`src/rtl/frame_loader_pkg.sv`:
```
// Shared frame geometry, FSM state encoding and address helpers for the frame loader.
package frame_loader_pkg;

    localparam int unsigned PANELS          = 4;
    localparam int unsigned ROWS            = 16;
    localparam int unsigned CHUNKS          = 16;
    localparam int unsigned WORDS_PER_FRAME = PANELS * ROWS * CHUNKS;

    localparam int unsigned DATA_W  = 32;
    localparam int unsigned PANEL_W = $clog2(PANELS);
    localparam int unsigned ROW_W   = $clog2(ROWS);
    localparam int unsigned CHUNK_W = $clog2(CHUNKS);
    localparam int unsigned WORD_W  = $clog2(WORDS_PER_FRAME);

    localparam logic [WORD_W-1:0] LAST_WORD = WORD_W'(WORDS_PER_FRAME - 1);

    typedef enum logic {
        ST_IDLE = 1'b0,
        ST_LOAD = 1'b1
    } state_t;

    typedef struct packed {
        logic [PANEL_W-1:0] panel;
        logic [ROW_W-1:0]   row;
        logic [CHUNK_W-1:0] chunk;
    } chunk_loc_t;

    // Word index to panel/row/chunk: chunk is the fastest-moving field.
    function automatic chunk_loc_t loc_of(input logic [WORD_W-1:0] w);
        chunk_loc_t loc;
        loc.chunk = w[CHUNK_W-1:0];
        loc.row   = w[CHUNK_W +: ROW_W];
        loc.panel = w[CHUNK_W+ROW_W +: PANEL_W];
        return loc;
    endfunction

endpackage

```
`src/rtl/frame_loader_if.sv`:
```
// Host word stream into the frame loader (valid/ready with start-of-frame marker).
interface frame_loader_if;
    import frame_loader_pkg::*;

    logic [DATA_W-1:0] s_data;
    logic              s_valid;
    logic              s_sof;
    logic              s_ready;

    modport master (
        output s_data,
        output s_valid,
        output s_sof,
        input  s_ready
    );

    modport slave (
        input  s_data,
        input  s_valid,
        input  s_sof,
        output s_ready
    );

endinterface

```
`src/rtl/frame_loader.sv`:
```
// Frame loader: scatters a 1024-word host stream into panel/row/chunk buffer writes,
// resynchronising on start-of-frame and flagging framing faults.
module frame_loader
    import frame_loader_pkg::*;
(
    input  logic                clk,
    input  logic                reset,
    frame_loader_if.slave       s,
    input  logic                hold,
    output logic [DATA_W-1:0]   chunk_data,
    output logic [CHUNK_W-1:0]  chunk_addr,
    output logic [ROW_W-1:0]    row_data_row_addr,
    output logic [PANEL_W-1:0]  row_data_panel_addr,
    output logic                chunk_write_enable,
    output logic                frame_done,
    output logic                sync_error,
    input  logic                error_clear,
    output logic                busy
);

    state_t              state_q;
    logic [WORD_W-1:0]   w_q;
    logic [DATA_W-1:0]   data_q;
    chunk_loc_t          loc_q;
    logic                we_q;
    logic                done_q;
    logic                err_q;
    logic                busy_q;
    logic                xfer;

    // Ready depends only on backpressure and reset, never on loader state.
    assign s.s_ready = ~hold & ~reset;
    assign xfer      = s.s_valid & s.s_ready;

    // Frame FSM with word counter and registered write-port outputs.
    always_ff @(posedge clk) begin
        if (reset) begin
            state_q <= ST_IDLE;
            w_q     <= '0;
            data_q  <= '0;
            loc_q   <= '0;
            we_q    <= 1'b0;
            done_q  <= 1'b0;
            err_q   <= 1'b0;
            busy_q  <= 1'b0;
        end else begin
            we_q   <= 1'b0;
            done_q <= 1'b0;
            // A fault flagged later in this block overrides the clear.
            if (error_clear) begin
                err_q <= 1'b0;
            end
            if (xfer) begin
                if (s.s_sof) begin
                    // Start of frame, or resync when it arrives mid-frame.
                    if (state_q == ST_LOAD) begin
                        err_q <= 1'b1;
                    end
                    data_q  <= s.s_data;
                    loc_q   <= '0;
                    we_q    <= 1'b1;
                    w_q     <= WORD_W'(1);
                    state_q <= ST_LOAD;
                    busy_q  <= 1'b1;
                end else if (state_q == ST_LOAD) begin
                    data_q <= s.s_data;
                    loc_q  <= loc_of(w_q);
                    we_q   <= 1'b1;
                    if (w_q == LAST_WORD) begin
                        w_q     <= '0;
                        state_q <= ST_IDLE;
                        busy_q  <= 1'b0;
                        done_q  <= 1'b1;
                    end else begin
                        w_q <= w_q + 1'b1;
                    end
                end
                // Words without sof while idle are consumed and dropped.
            end
        end
    end

    assign chunk_data          = data_q;
    assign chunk_addr          = loc_q.chunk;
    assign row_data_row_addr   = loc_q.row;
    assign row_data_panel_addr = loc_q.panel;
    assign chunk_write_enable  = we_q;
    assign frame_done          = done_q;
    assign sync_error          = err_q;
    assign busy                = busy_q;

endmodule

```
`src/flat_wrapper.sv`:
```
// flat-port wrapper written by rule: the top's interface ports become plain ports
module frame_loader_flat import frame_loader_pkg::*;
  (clk, reset, hold, chunk_data, chunk_addr, row_data_row_addr, row_data_panel_addr, chunk_write_enable, frame_done, sync_error, error_clear, busy, s_s_data, s_s_valid, s_s_sof, s_s_ready);
  frame_loader_if s_i ();
  input  logic clk;
  input  logic reset;
  input  logic hold;
  output logic [DATA_W-1:0] chunk_data;
  output logic [CHUNK_W-1:0] chunk_addr;
  output logic [ROW_W-1:0] row_data_row_addr;
  output logic [PANEL_W-1:0] row_data_panel_addr;
  output logic chunk_write_enable;
  output logic frame_done;
  output logic sync_error;
  input  logic error_clear;
  output logic busy;
  input wire logic [$bits(s_i.s_data)-1:0] s_s_data;
  input wire logic [$bits(s_i.s_valid)-1:0] s_s_valid;
  input wire logic [$bits(s_i.s_sof)-1:0] s_s_sof;
  output wire logic [$bits(s_i.s_ready)-1:0] s_s_ready;
  assign s_i.s_data = s_s_data;
  assign s_i.s_valid = s_s_valid;
  assign s_i.s_sof = s_s_sof;
  assign s_s_ready = s_i.s_ready;
  frame_loader u_core (.clk(clk), .reset(reset), .s(s_i), .hold(hold), .chunk_data(chunk_data), .chunk_addr(chunk_addr), .row_data_row_addr(row_data_row_addr), .row_data_panel_addr(row_data_panel_addr), .chunk_write_enable(chunk_write_enable), .frame_done(frame_done), .sync_error(sync_error), .error_clear(error_clear), .busy(busy));
endmodule
```
`config.mk`:
```
export PLATFORM = sky130hd
export DESIGN_NAME = frame_loader_flat
export DESIGN_NICKNAME = d
export VERILOG_FILES = /design/src/rtl/frame_loader_pkg.sv /design/src/rtl/frame_loader_if.sv /design/src/rtl/frame_loader.sv /design/src/flat_wrapper.sv
export SDC_FILE = /design/constraint.sdc
export NUM_CORES = 1
export LEC_CHECK = 0
export ABC_AREA = 1
export CELL_PAD_IN_SITES_DETAIL_PLACEMENT = 1
export CELL_PAD_IN_SITES_GLOBAL_PLACEMENT = 1
export CORE_UTILIZATION = 23
export CTS_CLUSTER_SIZE = 8
export DETAILED_ROUTE_END_ITERATION = 12
export DONT_BUFFER_PORTS = 1
export HOLD_SLACK_MARGIN = 0.12
export MAX_ROUTING_LAYER = met4
export PLACE_DENSITY_LB_ADDON = 0.1
export SYNTH_ARGS = -nofsm -noshare
export SYNTH_HDL_FRONTEND = slang
export SYNTH_SLANG_ARGS = --single-unit
```
`constraint.sdc`:
```
create_clock -name clk -period 1.3 [get_ports clk]
set_input_delay 0.195 -clock clk [delete_from_list [all_inputs] [get_ports clk]]
set_output_delay 0.195 -clock clk [all_outputs]
set_load 0.01 [all_outputs]
```
==> results.yml <==
timing:
  layout_setup_ws_ns: 0.0257
  setup_viol: 0
  worst_clock_skew_ns: 0.0101
  setup_tns_ns: 0
  rsz0062_at_grt: "true"
  finalCritPeriodShare_pct: 98.0
  hold_viol: 0
  final_max_slew_viol_count: 0
  worst_slew_pin_slew_ns: 0.285
  hold_ws_ns: 0.140
  max_freq_ghz: 0.785
  period_minus_slack_ns: 1.27
  relSlewSlack_pct: 80.9
worst_hold_path:
  min_to: "u_core.sync_error"
  hp-class: "input port to register"
  hold-path-cell-count: 3
  hp-start: "reset"
route:
  dr.pass1.iters: 4
  drtIter0Drc: 34
  dr_total_vias: 2046
  drc: 0
  ant_nets: 0
  post_drt_wl_per_cell_um: 14.7
  via_per_inst: 4.49
  routed_wl_um: 6710
grt:
  antenna_found_initial: 0
  grt_first_pass_wirelength_um: 10500
  grt_pass1_vias: 2077
  grt.overflow.total: 0
  grt_max_degree: 46
  gr-usage-all-layers_pct: 14.4
cells_and_area:
  nets: 380
  mostFrequentLayoutCells: "101 x nand2_1, 53 x dfxtp_1, 42 x a21oi_1"
  layout-drive-gt1-share_pct: 20.6
  area_growth_pct: 43.9
  final_common_cell: "nand2_1"
  diodes: 0
  postLayoutCellArea_um2: 3130
placed_design:
  post_dp_cell_area_um2: 2430
  pre_cts_slack_ns: -0.202
  numPortBuffers: 0
  gp_congestion: 0.718
  hpwl_um: 4330
power_and_ir_drop:
  power_mw: 3.74
  p_per_area_nw_per_um2: 1200
  p_leak_nw: 1.17
  ir_drop_v: 0.000390
logic_synthesis:
  synth-seq-area-share_pct: 52.5
  synth.distinct_cells: 27
  synth_area_leaders: "dfxtp_1 53%, nand2_1 18%, a21oi_1 10%"
  synth_area_per_cell_um2: 7.73
  synth_cells: 281
  synth_seq_cells: 57
  async_flop_share_pct: 0
  yosysWarnings: 0
  syn-num-nets: 320
  synth_edf_count: 0
  synth_top_cell_by_area: "dfxtp_1"
  syn_area_um2: 2170
  synth_top_area_share_pct: 52.5
  ys.flop_type: "dfxtp_1"
clocking:
  clk_latency_ns: 0.33
  cts_tree: "built"
  clk_pin_slew_ns: 0.07
  numCtsBuffers: 9
  cts_root_buffer: "clkbuf_8"
  cts.htree.levels: 3
  clock_path_buffers: 2
  cts_sinks: 57
setup_path:
  timing.rr.start: "u_core.w_q[0]"
  worstRegToRegCells: 7
  required_ns: 1.51
  rr_endpoint: "u_core.w_q[0]"
  r2r_setup_slack_ns: 0.03
  worstPathArrival_ns: 1.49
  critical_path.startpoint_type: "register"
  crit_type: "register to register"
  cp_max_fo: 3
  endpoint_kind: "register"
floorplan:
  initial_core_util_pct: 23.6
  die_h_um: 99.2
  die_w_um: 99.2
  placementRows: 35
  io_pins: 85
  dieArea_um2: 9840
  coreArea_um2: 9200
run_status:
  status: "finished clean"
run:
  maxCapViolCount: 0
-- kinds of logic after synthesis --
kind of cell    synth area share (%)
simple gates                    27.4
flops                           52.5
compound gates                  12.7
buf+inv                         5.53
xor+xnor                       0.806
mux                            0.461
fa+ha+maj                      0.576
-- worst max-delay path, cell delays in order, from the launching register on --
cell and delay (ns):
dfxtp_2 0.36, ha_4 0.16, nand2_4 0.07, nor2_4 0.07, nand4_1 0.12, buf_4 0.17, nor3_4 0.16, nor2_1 0.05
-- through the flow --
| step | util (%) | std cells |
|---|---|---|
| floorplan | - | 281 |
| global placement | 26.4 | 401 |
| detailed placement | 26.4 | 401 |
| CTS | 32.9 | 454 |
| global route | 34.0 | 456 |
| finish | 34.0 | 456 |
-- state kept, by name, indices dropped and copies added (netlist names), 2 cells and up --
signal / cells
u_core.row_data_panel_addr: 2
u_core.row_data_row_addr: 4
u_core.chunk_data: 32
u_core.chunk_addr: 4
u_core.w_q: 10
-- routing by layer --
layer / GRT usage (%) / part of all wire [%] / up-vias
met5: - / 0 / -
met4: 7.81 / 2.2 / 0
met3: 3.72 / 4.2 / 13
met2: 22.9 / 49 / 44
met1: 16.8 / 45 / 964
li1: - / - / 1025
-- where the power goes --
group	internal [mW]	leakage [nW]	switching, mW	total, mW
Clock	0.974	0.102	0.706	1.68
Sequential	1.78	0.463	0.0346	1.81
Combinational	0.128	0.604	0.125	0.252
Total	2.88	1.17	0.865	3.74
-- what timing repair did --
action                                 CTS  global route
setup endpoints to repair               11            21
resized for setup                        5            27
buffers inserted                         2             2
hold buffers                            36             0
endpoints found under the hold margin   49             0
pin swaps                                1            14
-- Yosys cell counts (all sizes together) (2+ instances only) --
master / n
nor2: 21
a21oi: 45
dfxtp: 57
inv: 13
buf: 6
nand2: 106
nand4: 5
nor3: 2
clkbuf: 8
nand3: 5
o21ai: 6
-- how the worst max path moves through the flow --
| stage | from | to | slack [ns] |
|---|---|---|---|
| CTS | u_core.w_q[1] | u_core.w_q[0] | 0.01 |
| global placement | u_core.w_q[0] | u_core.w_q[1] | -0.17 |
| floorplan | u_core.w_q[0] | u_core.w_q[1] | 0.02 |
| finish | u_core.w_q[0] | u_core.w_q[0] | 0.03 |
| global route | u_core.w_q[0] | u_core.w_q[0] | -0.08 |
| detailed placement | u_core.w_q[0] | u_core.w_q[1] | -0.20 |
-- cell type report --
class | instances | area (µm²)
clock buffer | 12 | 155
clock inverter | 3 | 40.0
fill | 1102 | 6070
inverter | 13 | 48.8
multi-input combinational | 197 | 996
sequential | 57 | 1150
tap | 111 | 139
timing repair buffer | 63 | 601
No activity file was read; power rests on OpenSTA's default activity.
